`src/rtl/pe_pkg.sv`:
```
`default_nettype none
// ============================================================================
//  Module      : pe_pkg
//  Description : Shared constants for the pe_acc dot-product accumulator.
//                Lane count and widths of products, result and the
//                intermediate adder-tree sums, plus int32 range limits.
//  Revision    : 1.0 - initial release
// ============================================================================
package pe_pkg;
    localparam int LANES         = 32;
    localparam int PROD_W        = 32;
    localparam int OUT_W         = 32;
    localparam int ACC_W_DEFAULT = 48;

    // Adder tree shape: groups of 4 lanes, then a sum of the 8 group sums.
    localparam int GROUPS = LANES / 4;
    localparam int S1_W   = PROD_W + 2;
    localparam int S2_W   = S1_W + 3;

    localparam logic signed [OUT_W-1:0] INT32_MAX = 32'sh7FFF_FFFF;
    localparam logic signed [OUT_W-1:0] INT32_MIN = 32'sh8000_0000;
endpackage
`default_nettype wire

```
`src/rtl/pe_add4.sv`:
```
`default_nettype none
// ============================================================================
//  Module      : pe_add4
//  Description : Combinational signed adder of four int32 values producing a
//                34-bit result that cannot overflow.
//  Ports       : i_a..i_d  - signed 32-bit operands
//                o_sum     - signed 34-bit sum
//  Revision    : 1.0 - initial release
// ============================================================================
module pe_add4
    import pe_pkg::*;
(
    input  logic signed [PROD_W-1:0] i_a,
    input  logic signed [PROD_W-1:0] i_b,
    input  logic signed [PROD_W-1:0] i_c,
    input  logic signed [PROD_W-1:0] i_d,
    output logic signed [S1_W-1:0]   o_sum
);
    always_comb begin
        o_sum = {{2{i_a[PROD_W-1]}}, i_a} + {{2{i_b[PROD_W-1]}}, i_b}
              + {{2{i_c[PROD_W-1]}}, i_c} + {{2{i_d[PROD_W-1]}}, i_d};
    end
endmodule
`default_nettype wire

```
`src/rtl/pe_acc.sv`:
```
`default_nettype none
// ============================================================================
//  Module      : pe_acc
//  Description : Three-stage pipelined dot-product accumulator. Each beat
//                carries 32 signed int32 products; beats are reduced by an
//                adder tree (S1: 8 x 4-lane sums, S2: total) and accumulated
//                (S3) until the beat flagged last, which emits an int32
//                result and an overflow flag.
//  Ports       : clk, rst_n (async, active-low)
//                in_valid/in_ready/in_data[1023:0]/in_last  - beat input
//                out_valid/out_ready/out_data[31:0]/out_ovf - group result
//  Config      : PE_ACC_SAT_EN - when defined, out_data saturates to the
//                int32 range; otherwise it is the low 32 bits (wrap).
//  Revision    : 1.0 - initial release
// ============================================================================
module pe_acc
    import pe_pkg::*;
#(
    parameter int ACC_W = ACC_W_DEFAULT
) (
    input  logic                      clk,
    input  logic                      rst_n,
    input  logic                      in_valid,
    output logic                      in_ready,
    input  logic [LANES*PROD_W-1:0]   in_data,
    input  logic                      in_last,
    output logic                      out_valid,
    input  logic                      out_ready,
    output logic [OUT_W-1:0]          out_data,
    output logic                      out_ovf
);
    localparam logic signed [ACC_W-1:0] c_acc_max = ACC_W'(INT32_MAX);
    localparam logic signed [ACC_W-1:0] c_acc_min = ACC_W'(INT32_MIN);

    logic                    w_stall;
    logic signed [S1_W-1:0]  w_s1_sum [GROUPS];
    logic signed [S2_W-1:0]  w_s2_sum;
    logic signed [ACC_W-1:0] w_acc_base;
    logic signed [ACC_W-1:0] w_acc_new;
    logic                    w_ovf;
    logic [OUT_W-1:0]        w_res_data;

    logic                    r_s1_valid;
    logic                    r_s1_last;
    logic signed [S1_W-1:0]  r_s1_sum [GROUPS];
    logic                    r_s2_valid;
    logic                    r_s2_last;
    logic signed [S2_W-1:0]  r_s2_sum;
    logic signed [ACC_W-1:0] r_acc;
    logic                    r_first;
    logic                    r_out_valid;
    logic [OUT_W-1:0]        r_out_data;
    logic                    r_out_ovf;

    // The whole pipeline freezes only when a finished result is waiting.
    assign w_stall   = r_out_valid && !out_ready;
    assign in_ready  = !w_stall;
    assign out_valid = r_out_valid;
    assign out_data  = r_out_data;
    assign out_ovf   = r_out_ovf;

    generate
        for (genvar g = 0; g < GROUPS; g++) begin : g_s1
            pe_add4 u_add4 (
                .i_a   (in_data[(4*g+0)*PROD_W +: PROD_W]),
                .i_b   (in_data[(4*g+1)*PROD_W +: PROD_W]),
                .i_c   (in_data[(4*g+2)*PROD_W +: PROD_W]),
                .i_d   (in_data[(4*g+3)*PROD_W +: PROD_W]),
                .o_sum (w_s1_sum[g])
            );
        end
    endgenerate

    always_comb begin
        w_s2_sum = '0;
        for (int k = 0; k < GROUPS; k++) begin
            w_s2_sum = w_s2_sum + {{(S2_W-S1_W){r_s1_sum[k][S1_W-1]}}, r_s1_sum[k]};
        end
    end

    always_comb begin
        // A new group starts from zero instead of the previous total.
        w_acc_base = r_first ? '0 : r_acc;
        w_acc_new  = w_acc_base + ACC_W'(r_s2_sum);
        w_ovf      = (w_acc_new > c_acc_max) || (w_acc_new < c_acc_min);
`ifdef PE_ACC_SAT_EN
        if (w_ovf) begin
            w_res_data = w_acc_new[ACC_W-1] ? INT32_MIN : INT32_MAX;
        end else begin
            w_res_data = w_acc_new[OUT_W-1:0];
        end
`else
        w_res_data = w_acc_new[OUT_W-1:0];
`endif
    end

    always_ff @(posedge clk or negedge rst_n) begin
        if (!rst_n) begin
            r_s1_valid  <= 1'b0;
            r_s1_last   <= 1'b0;
            for (int k = 0; k < GROUPS; k++) begin
                r_s1_sum[k] <= '0;
            end
            r_s2_valid  <= 1'b0;
            r_s2_last   <= 1'b0;
            r_s2_sum    <= '0;
            r_acc       <= '0;
            r_first     <= 1'b1;
            r_out_valid <= 1'b0;
            r_out_data  <= '0;
            r_out_ovf   <= 1'b0;
        end else if (!w_stall) begin
            // in_ready is 1 here, so in_valid alone marks an accepted beat.
            r_s1_valid <= in_valid;
            r_s1_last  <= in_last;
            r_s1_sum   <= w_s1_sum;
            r_s2_valid <= r_s1_valid;
            r_s2_last  <= r_s1_last;
            r_s2_sum   <= w_s2_sum;
            if (r_s2_valid) begin
                r_acc   <= w_acc_new;
                r_first <= r_s2_last;
            end
            // Not stalled: any pending result is being taken this edge, so a
            // new result may replace it directly.
            if (r_s2_valid && r_s2_last) begin
                r_out_valid <= 1'b1;
                r_out_data  <= w_res_data;
                r_out_ovf   <= w_ovf;
            end else if (r_out_valid && out_ready) begin
                r_out_valid <= 1'b0;
            end
        end
    end
endmodule
`default_nettype wire
```
`config.mk`:
```
export PLATFORM = sky130hd
export DESIGN_NAME = pe_acc
export DESIGN_NICKNAME = d
export VERILOG_FILES = /design/src/rtl/pe_pkg.sv /design/src/rtl/pe_add4.sv /design/src/rtl/pe_acc.sv
export SDC_FILE = /design/constraint.sdc
export NUM_CORES = 2
export LEC_CHECK = 0
export ABC_AREA = 1
export BUFFER_PORTS_ARGS = -buffer_cell sky130_fd_sc_hd__buf_4
export CAP_MARGIN = 5
export CORE_AREA = 2 2 413 415
export DETAILED_ROUTE_END_ITERATION = 8
export DIE_AREA = 0 0 415 417
export PLACE_DENSITY_LB_ADDON = 0.12
export REMOVE_ABC_BUFFERS = 1
export SLEW_MARGIN = 20
export SYNTH_ARGS = -nofsm -noshare
export SYNTH_HDL_FRONTEND = slang
export SYNTH_SLANG_ARGS = --single-unit
```
`constraint.sdc`:
```
create_clock -name clk -period 10.4 [get_ports clk]
set_input_delay 2.6 -clock clk [delete_from_list [all_inputs] [get_ports clk]]
set_output_delay 2.6 -clock clk [all_outputs]
set_load 0.1 [all_outputs]
```
## After elaboration in Yosys (flattened, before gate mapping)

Index checks and enable logic that the tools add are counted.

| cells by class | value |
|---|---|
| add/sub/neg operators | 32 |
| magnitude comparators | 2 |
| mux-type cells | 3 |
| bitwise operators | 1 |
| reduce and logical (&&, ||, !) cells | 10 |

Operators by type and width:

| kind | number |
|---|---|
| 34-bit adder | 16 |
| 32-bit by 32-bit adder with 33-bit output | 8 |
| 37-bit adder | 4 |
| 48-bit by 37-bit adder with 48-bit output | 1 |
| 48-bit by 32-bit greater-than comparator with 1-bit output, second input constant | 1 |
| 48-bit by 32-bit less-than comparator with 1-bit output, second input constant | 1 |
| 48-bit 2-to-1 mux | 1 |
| 36-bit by 34-bit adder with 37-bit output | 1 |
| 35-bit by 34-bit adder with 36-bit output | 1 |
| 34-bit by 34-bit adder with 35-bit output | 1 |
| 2-bit AND reduction | 3 |
| 1-bit logical AND | 3 |
| 1-bit logical NOT | 2 |
| 1-bit 2-to-1 mux | 2 |
| 2-bit nonzero test | 1 |
| 1-bit logical OR | 1 |
| 1-bit inverter | 1 |

| storage, ports and cells | value |
|---|---|
| flip-flop bits (word level) | 396 |
| input bits | 1029 |
| output and inout bits | 35 |
| word-level logic and storage cells | 66 |

## Longest topological paths before layout

| logic depth | value |
|---|---|
| word-level depth | 7 |
| gate-level depth with buffers | 26 |
| gate-level depth less buffers | 26 |

## Cells and area by module

Synthesis repeated with hierarchy kept, for this count alone.

| unflattened totals | value |
|---|---|
| cell total of the unflattened synthesis | 9359 |
| area total of the unflattened synthesis | 61178.7 µm² |

Modules (own cells, without submodules):

| module | instances | cells an instance | area an instance (µm²) | sequential area each (µm²) |
|---|---|---|---|---|
| pe_acc | 1 | 3324 | 26297.7 | 9910.8 |
| pe_add4 (g_s1[2].u_add4 ...) | 6 | 754 | 4357.9 | 0.0 |
| pe_add4 (g_s1[1].u_add4) | 1 | 754 | 4372.9 | 0.0 |
| pe_add4 (g_s1[0].u_add4) | 1 | 757 | 4360.4 | 0.0 |

## Worst setup path before layout

Ideal clock, no wire load.

| timing | value |
|---|---|
| kind | in2out |
| start point | in out_ready |
| end point | out in_ready |
| arrival time | 4.222 ns |
| required time | 7.800 ns |
| path slack | 3.578 ns |
| stages | 5 |
| buffers on the path | 3 |
| cell sequence | nor2_1 > clkbuf_1 > inv_1 > clkbuf_1 > clkbuf_1 |

| between the ends | value |
|---|---|
| word-level cells in the longest chain between the ends | 3 |

RTL lines:

| what | RTL line | text |
|---|---|---|
| start: declaration | pe_acc.sv:28 | `input logic out_ready,` |
| 1-bit logical NOT | pe_acc.sv:56 | `assign w_stall = r_out_valid && !out_ready;` |
| 1-bit logical AND | pe_acc.sv:56 |  |
| 1-bit logical NOT | - |  |
| end: declaration | pe_acc.sv:24 | `output logic in_ready,` |

No other way between the ends.

## Worst setup path after layout

| timing | value |
|---|---|
| start point | in in_data[512] |
| end point | reg r_s1_sum[135] (netlist name) |

| between the ends | value |
|---|---|
| word-level cells in the longest chain between the ends | 3 |

RTL lines:

| what | RTL line | text |
|---|---|---|
| start: declaration | pe_acc.sv:25 | `input logic [LANES*PROD_W-1:0] in_data,` |
| 32-bit by 32-bit adder with 33-bit output | pe_add4.sv:20 | `o_sum = {{2{i_a[PROD_W-1]}}, i_a} + {{2{i_b[PROD_W-1]}}, i_b}` |
| 34-bit adder (2 in series) | pe_add4.sv:21 | `+ {{2{i_c[PROD_W-1]}}, i_c} + {{2{i_d[PROD_W-1]}}, i_d};` |
| end signal: assignment | pe_acc.sv:116 | `r_s1_sum <= w_s1_sum;` |
| end: declaration | pe_acc.sv:45 | `logic signed [S1_W-1:0] r_s1_sum [GROUPS];` |

No other way between the ends.
A chain may end at the register's enable or synchronous reset.

==> impl_results.md <==
- Outcome: finished clean
- Hold crit path type: reg2reg
- Clock transition at path regs: 60 ps
- FMAX: about 150 MHz
- Max-Slew Margin vs Limit: roughly a third
- Critical Path RT: 10930 ps
- Pin count of the biggest net entering global routing: 151
- Worst r2r src: r_s1_sum[2]
- WL/cell: 21.38 µm
- Vias in the first global route: 59390
- Buffers on Ports: 1063
- CTS tree: built
- Root buf cell: clkbuf_16
- Antenna viol nets, final: 0
- DRC: 0
- Width of the chip: about 420 µm
- Final Cell Area: 71590 µm²
- # rows: roughly 150
- CTS buffer count: 50
- Routed vias/inst: 5.009
- Met2 usage: 51.90%
- Routed WL: 248.5 mm
- First-pass GRT wire length: 366.3 mm
- CTS H-tree depth: 2
- Slowest stage delay, CP: 550 ps
- Max Cap Viol: 0
- Fillers: 17990
- Die Ht: ~420 µm
- Mapped Avg Cell Area: a little over 7 µm²
- Count of cell types in the netlist: 60
- Clock latency on the worst-skew pair: 660 ps
- Startpoint Class: input port
- Setup crit end kind: flop
- GR met3 Demand/Resource: between 2 and 3%
- CTS sink cnt: 396
- Area grow syn2layout: 20.44%
- Critical path arrival: 7240 ps
- Post-CTS Hold Fix Bufs: 0
- Final slew viol count: 0
- Cell Chain, Critical Path: buf_4 > ha_1 > inv_1 > fa_1 > o21ai_1 > nand2_1 > nand2_1 > nand2_1 > nand2_1 > a21oi_1 > o21ai_0 > a21oi_1 > xnor2_1 > fa_1 > ha_1 > a21oi_1 > o21ai_0 > a21oi_1 > nor2_1 > a2111oi_0 > nand3_1 > a31oi_1
- Gr busiest metal: met2
- Initial antenna violation count: 12
- Final Cycle Share: approximately 64%
- Post-cts sizing count: 0
- Fin crit period: 6705 ps
- #FFs+latches synth: 396
- Multi-input logic area: 43570 µm²
- Hold Path Origin: out_data[2]
- Starting Density: a little over a third
- First-pass detailed-route iteration total: 6
- Worst clock skew: 39.09 ps
- Yosys warnings: 0
- Share of post-route cells with drive strength above 1: 15.02%
- RSZ-0062 raised after global routing: false
- Total gr overflow: 0
- Worst Setup SP: in_data[512]
- Critical-path maximum fanout: 6
- Post-Syn Instances: 8324
- Die ar.: 173100 µm²
- Post-DP Area: 69990 µm²
- Final hold viol count: 0
- Dpl hpwl: between 200 and 250 mm
- Gr usage total: 27.93%
- Setup TNS Final: 0 ps
- Fin cells: 11620
- Register Area: a little under 10000 µm²
- Vias: 58220
- Routability cong.: 0.9668
- Seq/Total Area, Yosys: between 10% and 20%
- Grt met1 use: 34.23%
- CTS Buffer Depth: 3
- Iteration-0 DRC count of the detailed router: 3492
- Core area: 168500 µm²
- Num ports: 1064
- Critical path class: in2reg
- Final core utilization: a little over two fifths
- Layout Nets: 11470
- Post-CTS Repair Setup Buffers: 0
- Crit-path slowest cell: a2111oi_0
- Final setup viols: 0
- Tightest Pin Transition: 1012 ps
- Placed Cells: about 12000
- Mapped Area: 59440 µm²
## layout by cell type, fill, tap and decap left out, types with 19 or more instances in the layout
cell type,n
nand2_1,1764
inv_1,1479
buf_4,1072
a21oi_1,711
nor2_1,627
ha_1,596
o21ai_0,542
fa_1,488
dfrtp_1,395
nand3_1,364
xnor2_1,186
xor2_1,171
or2_2,119
nor3_1,88
a31oi_1,86
a21o_1,70
o21ai_1,64
nand4_1,58
o21a_1,56
clkbuf_16,51
o21bai_1,47
nor4_1,32
o21ai_2,20
or2_1,19
nor2_2,19
## critical path, delay by kind of cell
family                     cells  cell delay (ps)
AOI/OAI and AO/OA              9             2170
adders and majority gates      4             1390
and+or+nand+nor                6              720
xor gates and xnor gates       1              230
buffers and inverters          2              140
## routing by layer
layer | wire length (µm) | vias to the layer above | part of all wire [%]
li1 | - | 28940 | -
met1 | 103900 | 27650 | 42
met2 | 128600 | 1406 | 52
met3 | 9531 | 220 | 3.8
met4 | 6426 | 2 | 2.6
met5 | 14 | - | 0.0056
## registers in the layout, indices dropped and copies added, names as in the netlist
signal,count
out_data,32
out_ovf,1
out_valid,1
r_acc,48
r_first,1
r_s1_last,1
r_s1_sum,272
r_s1_valid,1
r_s2_last,1
r_s2_sum,37
r_s2_valid,1
## final cells by class
class	instances	share of cell area, %
antenna	10	0.03495
tap	2218	3.876
clock inverter	18	0.2324
timing repair buffer	1075	11.32
clock buffer	69	1.975
multi-input combinational	6337	60.85
inverter	1499	7.869
sequential	396	13.84
## cells in the mapped netlist (all sizes together)
cell	instances	area [µm²]
a21o	70	525.5
nand4	58	362.9
o21bai	58	499.2
o21ai	626	3208
nand3b	13	97.59
xor2	171	1498
a21boi	16	146.4
ha	596	7457
o22ai	7	43.79
clkbuf	77	289.0
a211oi	17	127.6
fa	488	9769
dfrtp	395	9884
nand2	1781	6728
a31oi	88	563.0
a2111oi	7	61.31
clkinv	1	3.750
a31o	2	17.52
o21a	56	420.4
o211ai	20	185.2
o2111ai	9	78.83
nor2	649	2496
buf	15	60.05
a21oi	722	3670
dfstp	1	26.28
nor4	39	287.8
inv	1498	5623
and3	1	6.260
nor3	92	480.5
o31ai	9	67.56
o311ai	5	43.79
nand3	374	1922
a221oi	5	43.79
nor3b	5	37.54
xnor2	186	1629
o221ai	15	131.4
or2	143	894.6
and2	9	57.56
## stage by stage
step	hold WS (ps)	worst slack [ps]
CTS	483.6	3704
global placement	461.7	3146
floorplan	449.1	-15280
global route	497.2	3111
finish	480.9	3695
detailed placement	469.7	3061
## path summary, 6_finish.rpt
| kind | cells past startpoint | to | slack (ps) |
|---|---|---|---|
| max in group asynchronous | 2 | r_s1_sum[164] | 7100 |
| worst max-delay path | 22 | r_s1_sum[135] | 3690 |
| worst min-delay path | 2 | out_data[2] | 480 |
| min in group asynchronous | 1 | out_data[8] | 1900 |
| worst max register to register | 20 | r_s2_sum[24] | 5210 |
| worst min register to register | 2 | out_data[2] | 480 |
## cell families after synthesis
| group | count (synthesis) | synth area share [%] |
|---|---|---|
| AND/OR/NAND/NOR | 3164 | 22.49 |
| adder cells (fa/ha/maj) | 1084 | 28.98 |
| flip-flops | 396 | 16.67 |
| buffers and inverters | 1591 | 10.05 |
| XOR/XNOR | 357 | 5.260 |
| AO/OA/AOI/OAI | 1732 | 16.54 |
Power is left out: the tool's default activity adds up to more than one toggle a clock period on the data nets, which glitch-free logic cannot reach.
